`src/rtl/doorlock_ctrl.sv`:
```
// doorlock_ctrl: keypad door-lock controller.
// Collects a DIGITS-long code, compares it to the stored code, and opens the lock
// for OPEN_CYCLES clocks. A code-change mode (SET) is reachable only from OPEN.
// Build option: define DOORLOCK_LOCKOUT_EN to enable the timed lockout after
// MAX_TRIES consecutive wrong codes. Without it, wrong codes only bump a
// saturating try counter.
module doorlock_ctrl #(
   parameter int DIGITS      = 4,
   parameter int DIGIT_W     = 4,
   parameter int MAX_TRIES   = 3,
   parameter int OPEN_CYCLES = 500,
   parameter int LOCK_CYCLES = 1000
) (
   input  logic                               clk_i,
   input  logic                               rst_i,
   input  logic [1:0]                         mode_i,
   input  logic                               key_valid_i,
   input  logic [DIGIT_W-1:0]                 key_i,
   input  logic                               set_i,
   output logic [2:0]                         state_o,
   output logic [2:0]                         led_sig_o,
   output logic                               unlock_o,
   output logic                               alarm_o,
   output logic [$clog2(MAX_TRIES+1)-1:0]     tries_o
);

   localparam int CODE_W = DIGITS * DIGIT_W;
   localparam int CNT_W  = $clog2(DIGITS + 1);
   localparam int TRY_W  = $clog2(MAX_TRIES + 1);
   localparam int OT_W   = $clog2(OPEN_CYCLES + 1);

   localparam logic [1:0] CMD_A   = 2'd1;
   localparam logic [1:0] CMD_B   = 2'd2;
   localparam logic [1:0] CMD_CLR = 2'd3;

   localparam logic [CNT_W-1:0] CNT_FULL  = CNT_W'(DIGITS);
   localparam logic [TRY_W:0]   MAX_T     = (TRY_W + 1)'(MAX_TRIES);
   localparam logic [OT_W-1:0]  OPEN_LOAD = OT_W'(OPEN_CYCLES);

`ifdef DOORLOCK_LOCKOUT_EN
   localparam int               LT_W      = $clog2(LOCK_CYCLES + 1);
   localparam logic [LT_W-1:0]  LOCK_LOAD = LT_W'(LOCK_CYCLES);
`endif

   // Reject illegal configurations at elaboration time.
   generate
      if (DIGITS < 1 || DIGIT_W < 1 || MAX_TRIES < 1 || OPEN_CYCLES < 2 || LOCK_CYCLES < 2)
      begin : g_bad_param
         $error("doorlock_ctrl: illegal parameter value");
      end
   endgenerate

   typedef enum logic [2:0] {
      ST_IDLE = 3'd0,
      ST_ENT  = 3'd1,
      ST_SET  = 3'd2,
      ST_OPEN = 3'd3,
      ST_LOCK = 3'd4
   } state_t;

   state_t              state_q, state_d;
   logic [CODE_W-1:0]   code_q,  code_d;
   logic [CODE_W-1:0]   dbuf_q,  dbuf_d;
   logic [CNT_W-1:0]    cnt_q,   cnt_d;
   logic [TRY_W-1:0]    tries_q, tries_d;
   logic [OT_W-1:0]     otmr_q,  otmr_d;
`ifdef DOORLOCK_LOCKOUT_EN
   logic [LT_W-1:0]     ltmr_q,  ltmr_d;
`endif

   logic [CODE_W-1:0]   code_in;
   logic [CNT_W-1:0]    cnt_inc;
   logic [TRY_W:0]      tries_inc;
   logic                last_key;
   logic                cnt_full;

   // Datapath helpers: buffer with the current key shifted in (first digit ends up MSB).
   always_comb begin
      code_in   = (dbuf_q << DIGIT_W) | CODE_W'(key_i);
      cnt_inc   = cnt_q + 1'b1;
      tries_inc = {1'b0, tries_q} + 1'b1;
      last_key  = (cnt_inc == CNT_FULL);
      cnt_full  = (cnt_q == CNT_FULL);
   end

   // Next-state and register-update logic for the lock FSM.
   always_comb begin
      state_d = state_q;
      code_d  = code_q;
      dbuf_d  = dbuf_q;
      cnt_d   = cnt_q;
      tries_d = tries_q;
      otmr_d  = otmr_q;
`ifdef DOORLOCK_LOCKOUT_EN
      ltmr_d  = ltmr_q;
`endif
      case (state_q)
         ST_IDLE: begin
            if (mode_i == CMD_A) begin
               state_d = ST_ENT;
               cnt_d   = '0;
            end
         end
         ST_ENT: begin
            // CLR wins over a key strobe in the same cycle.
            if (mode_i == CMD_CLR) begin
               cnt_d = '0;
            end else if (key_valid_i) begin
               dbuf_d = code_in;
               if (!last_key) begin
                  cnt_d = cnt_inc;
               end else begin
                  cnt_d = '0;
                  if (code_in == code_q) begin
                     state_d = ST_OPEN;
                     tries_d = '0;
                     otmr_d  = OPEN_LOAD;
                  end
`ifdef DOORLOCK_LOCKOUT_EN
                  else if (tries_inc >= MAX_T) begin
                     state_d = ST_LOCK;
                     tries_d = MAX_T[TRY_W-1:0];
                     ltmr_d  = LOCK_LOAD;
                  end else begin
                     tries_d = tries_inc[TRY_W-1:0];
                  end
`else
                  else if (tries_inc <= MAX_T) begin
                     tries_d = tries_inc[TRY_W-1:0];
                  end
`endif
               end
            end
         end
         ST_OPEN: begin
            // Explicit commands take priority over timer expiry.
            if (mode_i == CMD_A) begin
               state_d = ST_IDLE;
            end else if (mode_i == CMD_B) begin
               state_d = ST_SET;
               cnt_d   = '0;
            end else if (otmr_q <= OT_W'(1)) begin
               state_d = ST_IDLE;
               otmr_d  = '0;
            end else begin
               otmr_d = otmr_q - 1'b1;
            end
         end
         ST_SET: begin
            if (set_i) begin
               cnt_d = '0;
               if (cnt_full) begin
                  code_d  = dbuf_q;
                  state_d = ST_IDLE;
               end else begin
                  // Incomplete new code is dropped; back to OPEN with a full timer.
                  state_d = ST_OPEN;
                  otmr_d  = OPEN_LOAD;
               end
            end else if (mode_i == CMD_CLR) begin
               cnt_d = '0;
            end else if (key_valid_i && !cnt_full) begin
               dbuf_d = code_in;
               cnt_d  = cnt_inc;
            end
         end
`ifdef DOORLOCK_LOCKOUT_EN
         ST_LOCK: begin
            if (ltmr_q <= LT_W'(1)) begin
               state_d = ST_IDLE;
               tries_d = '0;
               ltmr_d  = '0;
            end else begin
               ltmr_d = ltmr_q - 1'b1;
            end
         end
`endif
         default: begin
            state_d = ST_IDLE;
         end
      endcase
   end

   // State and datapath registers, asynchronously cleared.
   always_ff @(posedge clk_i or posedge rst_i) begin
      if (rst_i) begin
         state_q <= ST_IDLE;
         code_q  <= '0;
         dbuf_q  <= '0;
         cnt_q   <= '0;
         tries_q <= '0;
         otmr_q  <= '0;
`ifdef DOORLOCK_LOCKOUT_EN
         ltmr_q  <= '0;
`endif
      end else begin
         state_q <= state_d;
         code_q  <= code_d;
         dbuf_q  <= dbuf_d;
         cnt_q   <= cnt_d;
         tries_q <= tries_d;
         otmr_q  <= otmr_d;
`ifdef DOORLOCK_LOCKOUT_EN
         ltmr_q  <= ltmr_d;
`endif
      end
   end

   // Output decode of the state register.
   always_comb begin
      led_sig_o = 3'd3;
      unlock_o  = 1'b0;
      alarm_o   = 1'b0;
      case (state_q)
         ST_ENT:  led_sig_o = 3'd0;
         ST_SET:  led_sig_o = 3'd2;
         ST_OPEN: begin
            led_sig_o = 3'd1;
            unlock_o  = 1'b1;
         end
`ifdef DOORLOCK_LOCKOUT_EN
         ST_LOCK: begin
            led_sig_o = 3'd4;
            alarm_o   = 1'b1;
         end
`endif
         default: led_sig_o = 3'd3;
      endcase
   end

   assign state_o = state_q;
   assign tries_o = tries_q;

endmodule

```
`config.mk`:
```
export PLATFORM = sky130hd
export DESIGN_NAME = doorlock_ctrl
export DESIGN_NICKNAME = d
export VERILOG_FILES = /design/src/rtl/doorlock_ctrl.sv
export SDC_FILE = /design/constraint.sdc
export NUM_CORES = 1
export LEC_CHECK = 0
export CAP_MARGIN = 20
export CORE_UTILIZATION = 30
export DETAILED_ROUTE_END_ITERATION = 12
export DONT_BUFFER_PORTS = 1
export GPL_TIMING_DRIVEN = 1
export PLACE_DENSITY = 0.5
export SKIP_LAST_GASP = 1
export SLEW_MARGIN = 20
export SYNTH_ARGS = -nofsm -noshare
export SYNTH_HDL_FRONTEND = slang
export SYNTH_SLANG_ARGS = --single-unit
```
`constraint.sdc`:
```
create_clock -name clk_i -period 3.7 [get_ports clk_i]
set_input_delay 0.37 -clock clk_i [delete_from_list [all_inputs] [get_ports clk_i]]
set_output_delay 0.37 -clock clk_i [all_outputs]
set_load 0.02 [all_outputs]
```
* Word level (Yosys, flattened, before mapping) *
Cells that the tools add are included.

storage, ports and cells
  flip-flop bits (word level) = 49
  input bits = 10

operators by class
  add/subtract/negate cells = 3
  $lt $le $gt $ge = 2
  eq/ne operators = 25
  muxes and demuxes = 41
  bitwise gates (word level) = 2
  reductions and logical operators = 13

operator list
  kind                                                                               count
  9-bit two-way mux                                                                  9
  16-bit two-way mux                                                                 5
  3-bit two-way mux                                                                  18
  16-bit one-hot mux with 2 select lines                                             1
  9-bit one-hot mux with 3 select lines                                              1
  2-bit != test (second input constant)                                              13
  3-bit one-hot mux with 4 select lines                                              2
  16-bit == test                                                                     1
  16-bit by 4-bit OR with 16-bit output                                              1
  6-bit AND reduction                                                                2
  9-bit by 1-bit less-or-equal comparator with 1-bit output (second input constant)  1
  9-bit AND reduction                                                                1
  9-bit by 1-bit subtractor with 9-bit output (second input constant)                1
  4-bit != test (second input constant)                                              2
  7-bit AND reduction                                                                1
  3-bit by 2-bit == test with 1-bit output (second input constant)                   2
  3-bit == test (second input constant)                                              2
  2-bit two-way mux                                                                  3
  2-bit one-hot mux with 3 select lines                                              1
  5-bit AND reduction                                                                1
  2-bit == test (second input constant)                                              2
  2-bit nonzero test                                                                 2
  4-bit nonzero test                                                                 1
  2-bit by 1-bit adder with 3-bit output (second input constant)                     1
  12 further kinds                                                                   12

* Logic depth before layout (Yosys ltp) *
  depth in word-level cells = 7
  depth in mapped cells = 9
  mapped depth without buffers = 7

* Worst setup path before layout *
OpenSTA, ideal clock, no wires.

  path kind = reg2reg
  from = register state_q[0] (netlist: state_o[0])
  to = register otmr_q[0]
  setup time = 0.125 ns
  data arrival time = 2.279 ns
  path slack = 1.296 ns
  stages on the path, launching flop included = 10
  clock period less this slack = 2.404 ns
  cells stage by stage = dfrtp_1 inv_1 ha_1 buf_2 and2b_2 a2111oi_4 nand3_2 o21a_1 buf_2 mux2_2

on the way
  word-level cells in the longest chain between the ends = 3

RTL lines
  item                                                                                                  RTL line  RTL
  from (decl)                                                                                           61        state_t state_q, state_d;
  from (signal assigned)                                                                                197       state_q <= state_d;
  3-bit by 2-bit == test with 1-bit output or 3-bit by 1-bit == test with 1-bit output (tied branches)  97        case (state_q)
  2-bit != test (no line) or 3-bit nonzero test (tied branches)                                         -
  9-bit AND reduction (no line)                                                                         -
  to (signal assigned)                                                                                  202       otmr_q <= otmr_d;
  to (decl)                                                                                             66        logic [OT_W-1:0] otmr_q, otmr_d;

Several ways; a longest one is shown, not always the timed one.
A chain may end at the register's enable or synchronous reset.

* Worst setup path after layout *
Ends and elaborated chain as after synthesis.

==> summary.txt <==
Clocking
  • Max clock buf depth: 2
  • CTS tree: yes
  • Clock Sinks: 48
  • Hold Buf Count CTS: 0
  • Total CTS buffers: 5
  • Clk root buf: clkbuf_8
  • Setup Buffers After CTS: 0
  • Clock Pin Slew Worst Setup and Hold Paths: 0.09 ns
  • Htree depth: 2
  • Post-CTS sizing: 0
  • Clk_lat worst skew: 0.30 ns

Synth
  • Distinct cells, synth: 44
  • Area leader, netlist: dfrtp_1
  • Ys flop type: dfrtp_1
  • Synth top area cells: dfrtp_1 43%, mux2_2 15%, ha_1 6.7%
  • Cell with the most instances after synthesis: dfrtp_1
  • #FFs+latches synth: 48
  • Synthesized cell area: roughly 2800 um2
  • Number of flops mapped to enable cells by yosys: 0
  • Syn_area_per_cell: 10.7 um2
  • Total of warnings raised by yosys: 0
  • Top post-synthesis cells by count: 48 x dfrtp_1, 37 x mux2_2, 20 x inv_1
  • Sequential area share after synthesis: 0.431
  • Post-Syn Instances: between 200 and 300
  • Top-area cell type share of the netlist area: 0.431
  • Fraction of registers with async set/reset: 1.00

Detailed routing
  • Drt drc: 2
  • Routed WL: ~5400 um
  • DR pass1 iterations: 8
  • Wirelength per Cell: around 14 um
  • Drt first-iter violations: 132
  • DRT antenna net count: 0
  • Vias per inst: ~5
  • Via Count: 1883

Critical path
  • CP Cell Sequence: inv_1, ha_1, and2b_2, a2111oi_4, nand3_2, o21a_1, mux2_2
  • CP Max Fanout: 9
  • CP peak stage delay: approximately 0.54 ns
  • WS Path Type: reg2reg
  • RR Endpoint: otmr_q[0]
  • Worst path top cell family by delay: compound AO/OA/AOI/OAI gates
  • RR Startpoint: state_o[0]
  • Critical path buffers and inverters: 1
  • R2r setup slk: approximately 1.1 ns
  • Worst setup EP type: flip-flop
  • Worst EP required: 3.89 ns
  • CP Launch Type: flip-flop
  • Crit path DAT: roughly 2.8 ns
  • Slowest-stage cell, CP: dfrtp_1
  • R2R cell count: 7

Global route
  • First-pass GRT wire length: 9340 um
  • Number of global-route vias before repair: 1869
  • Overflow after GRT: 0
  • Initial antenna violation count: 0
  • Pin count of the biggest net entering global routing: 49
  • Total track usage: 0.122

Final layout
  • Final std cells w/o fill: 370
  • Layout area overhead: 8.35%
  • Diodes inserted: 0
  • Filler cells: about 880
  • Fraction of layout instances using a drive strength above 1: 0.229
  • Utilization after layout: 0.341
  • Layout Nets: 286

Floorplanning
  • Die ar.: 9680 um2
  • Chip height: roughly 98 um
  • Core area: just under 9000 um2
  • Die Span X: approximately 98 um
  • Row Count: 34
  • Initial Util: 0.315
  • Ports: 20

Timing
  • Final setup fails: 0
  • Setup tns final: 0 ns
  • Slew Limit Fails: 0
  • Skew final: 0.00949 ns
  • Max Fclk: 0.383 GHz
  • Fin crit period: 2.61 ns
  • Slew @ Worst Pin: 0.828 ns
  • Slew margin rel.: 0.447
  • Min Hold Slack: 0.0803 ns
  • Period utilisation layout: 0.707
  • RSZ-0062 raised after global routing: no
  • Final hold vios: 0

Pwr
  • Power Dens Cells: 691 nW/um2
  • Power Total: 2.08 mW
  • Max IR drop VDD: 0.274 mV
  • Leakage: 1.35 nW

Outcome
  • Failing checks: design-rule violations
  • Status: complete, but fails checks

Placed design
  • Gpl congestion: 0.862
  • HPWL after DPL: 3810 um
  • Cell total after placement: 362
  • Buffers on Ports: 0

Hold path
  • Tightest Hold Check Type: in2async

Job
  • Max cap viols: 0
placed cells by master, fill, tap and decap left out, types with 5 or more instances in the layout:
| cell type | n |
|---|---|
| o22ai_1 | 8 |
| nor2_1 | 18 |
| nor3_1 | 15 |
| ha_1 | 15 |
| clkbuf_8 | 5 |
| inv_1 | 19 |
| nand3_1 | 5 |
| a21oi_1 | 9 |
| nor4_1 | 8 |
| xor2_1 | 16 |
| mux2_2 | 37 |
| o21ai_0 | 10 |
| dfrtp_1 | 48 |
| nand2_1 | 5 |
worst max path at each step:
| stage | from | end | slack, ns | cells past startpoint |
|---|---|---|---|---|
| 2_1_floorplan | state_o[0] | otmr_q[0] | 1.30 | 9 |
| 3_3_place_gp | state_o[0] | otmr_q[0] | 1.18 | 7 |
| 3_5_place_dp | state_o[0] | otmr_q[1] | 1.12 | 7 |
| 4_1_cts | state_o[0] | otmr_q[1] | 1.08 | 7 |
| 5_1_grt | state_o[0] | otmr_q[1] | 0.91 | 7 |
| 6_report | state_o[0] | otmr_q[0] | 1.09 | 7 |
registers in the layout (all words and copies together), names as in the netlist:
name	flops
dbuf_q	16
code_q	16
state_o	2
cnt_q	3
tries_o	2
otmr_q	9
final cells by class:
type | instances | area (um2) | share of cell area
Multi-Input combinational cell | 184 | 1450 | 0.482
Sequential cell | 48 | 1200 | 0.398
Clock inverter | 3 | 68.8 | 0.0228
Tap cell | 108 | 135 | 0.0448
Timing Repair Buffer | 2 | 15.0 | 0.00497
Clock buffer | 5 | 68.8 | 0.0228
Inverter | 20 | 76.3 | 0.0253
where the power goes:
part | total (mW) | leakage [nW] | switching, mW | internal, mW
Clock | 0.458 | 0.0687 | 0.186 | 0.272
Sequential | 0.819 | 0.598 | 0.160 | 0.658
Combinational | 0.809 | 0.684 | 0.444 | 0.364
Total | 2.08 | 1.35 | 0.790 | 1.29
cells by family after synthesis:
| kind of cell | Yosys count | share of synthesized area |
|---|---|---|
| mux | 37 | 0.150 |
| other cells | 1 | 0.00135 |
| simple gates | 73 | 0.148 |
| xor+xnor | 16 | 0.0503 |
| fa+ha+maj | 15 | 0.0674 |
| compound gates | 40 | 0.103 |
| flops | 48 | 0.431 |
| buf+inv | 30 | 0.0498 |
layer usage:
metal	GRT usage	vias up	wire, um
met3	0.0279	6	237
met1	0.162	913	2560
met4	0.0436	0	66
met2	0.195	36	2500
met5	0	-	0
li1	-	928	-
metrics by stage:
step	setup slack [ns]	instance area (um2)
5_1_grt	0.912	3020
2_1_floorplan	1.30	2790
3_3_place_gp	1.18	2880
6_report	1.09	3020
4_1_cts	1.08	3020
3_5_place_dp	1.12	2880
Note: power is estimated with default switching activity, not from simulation.
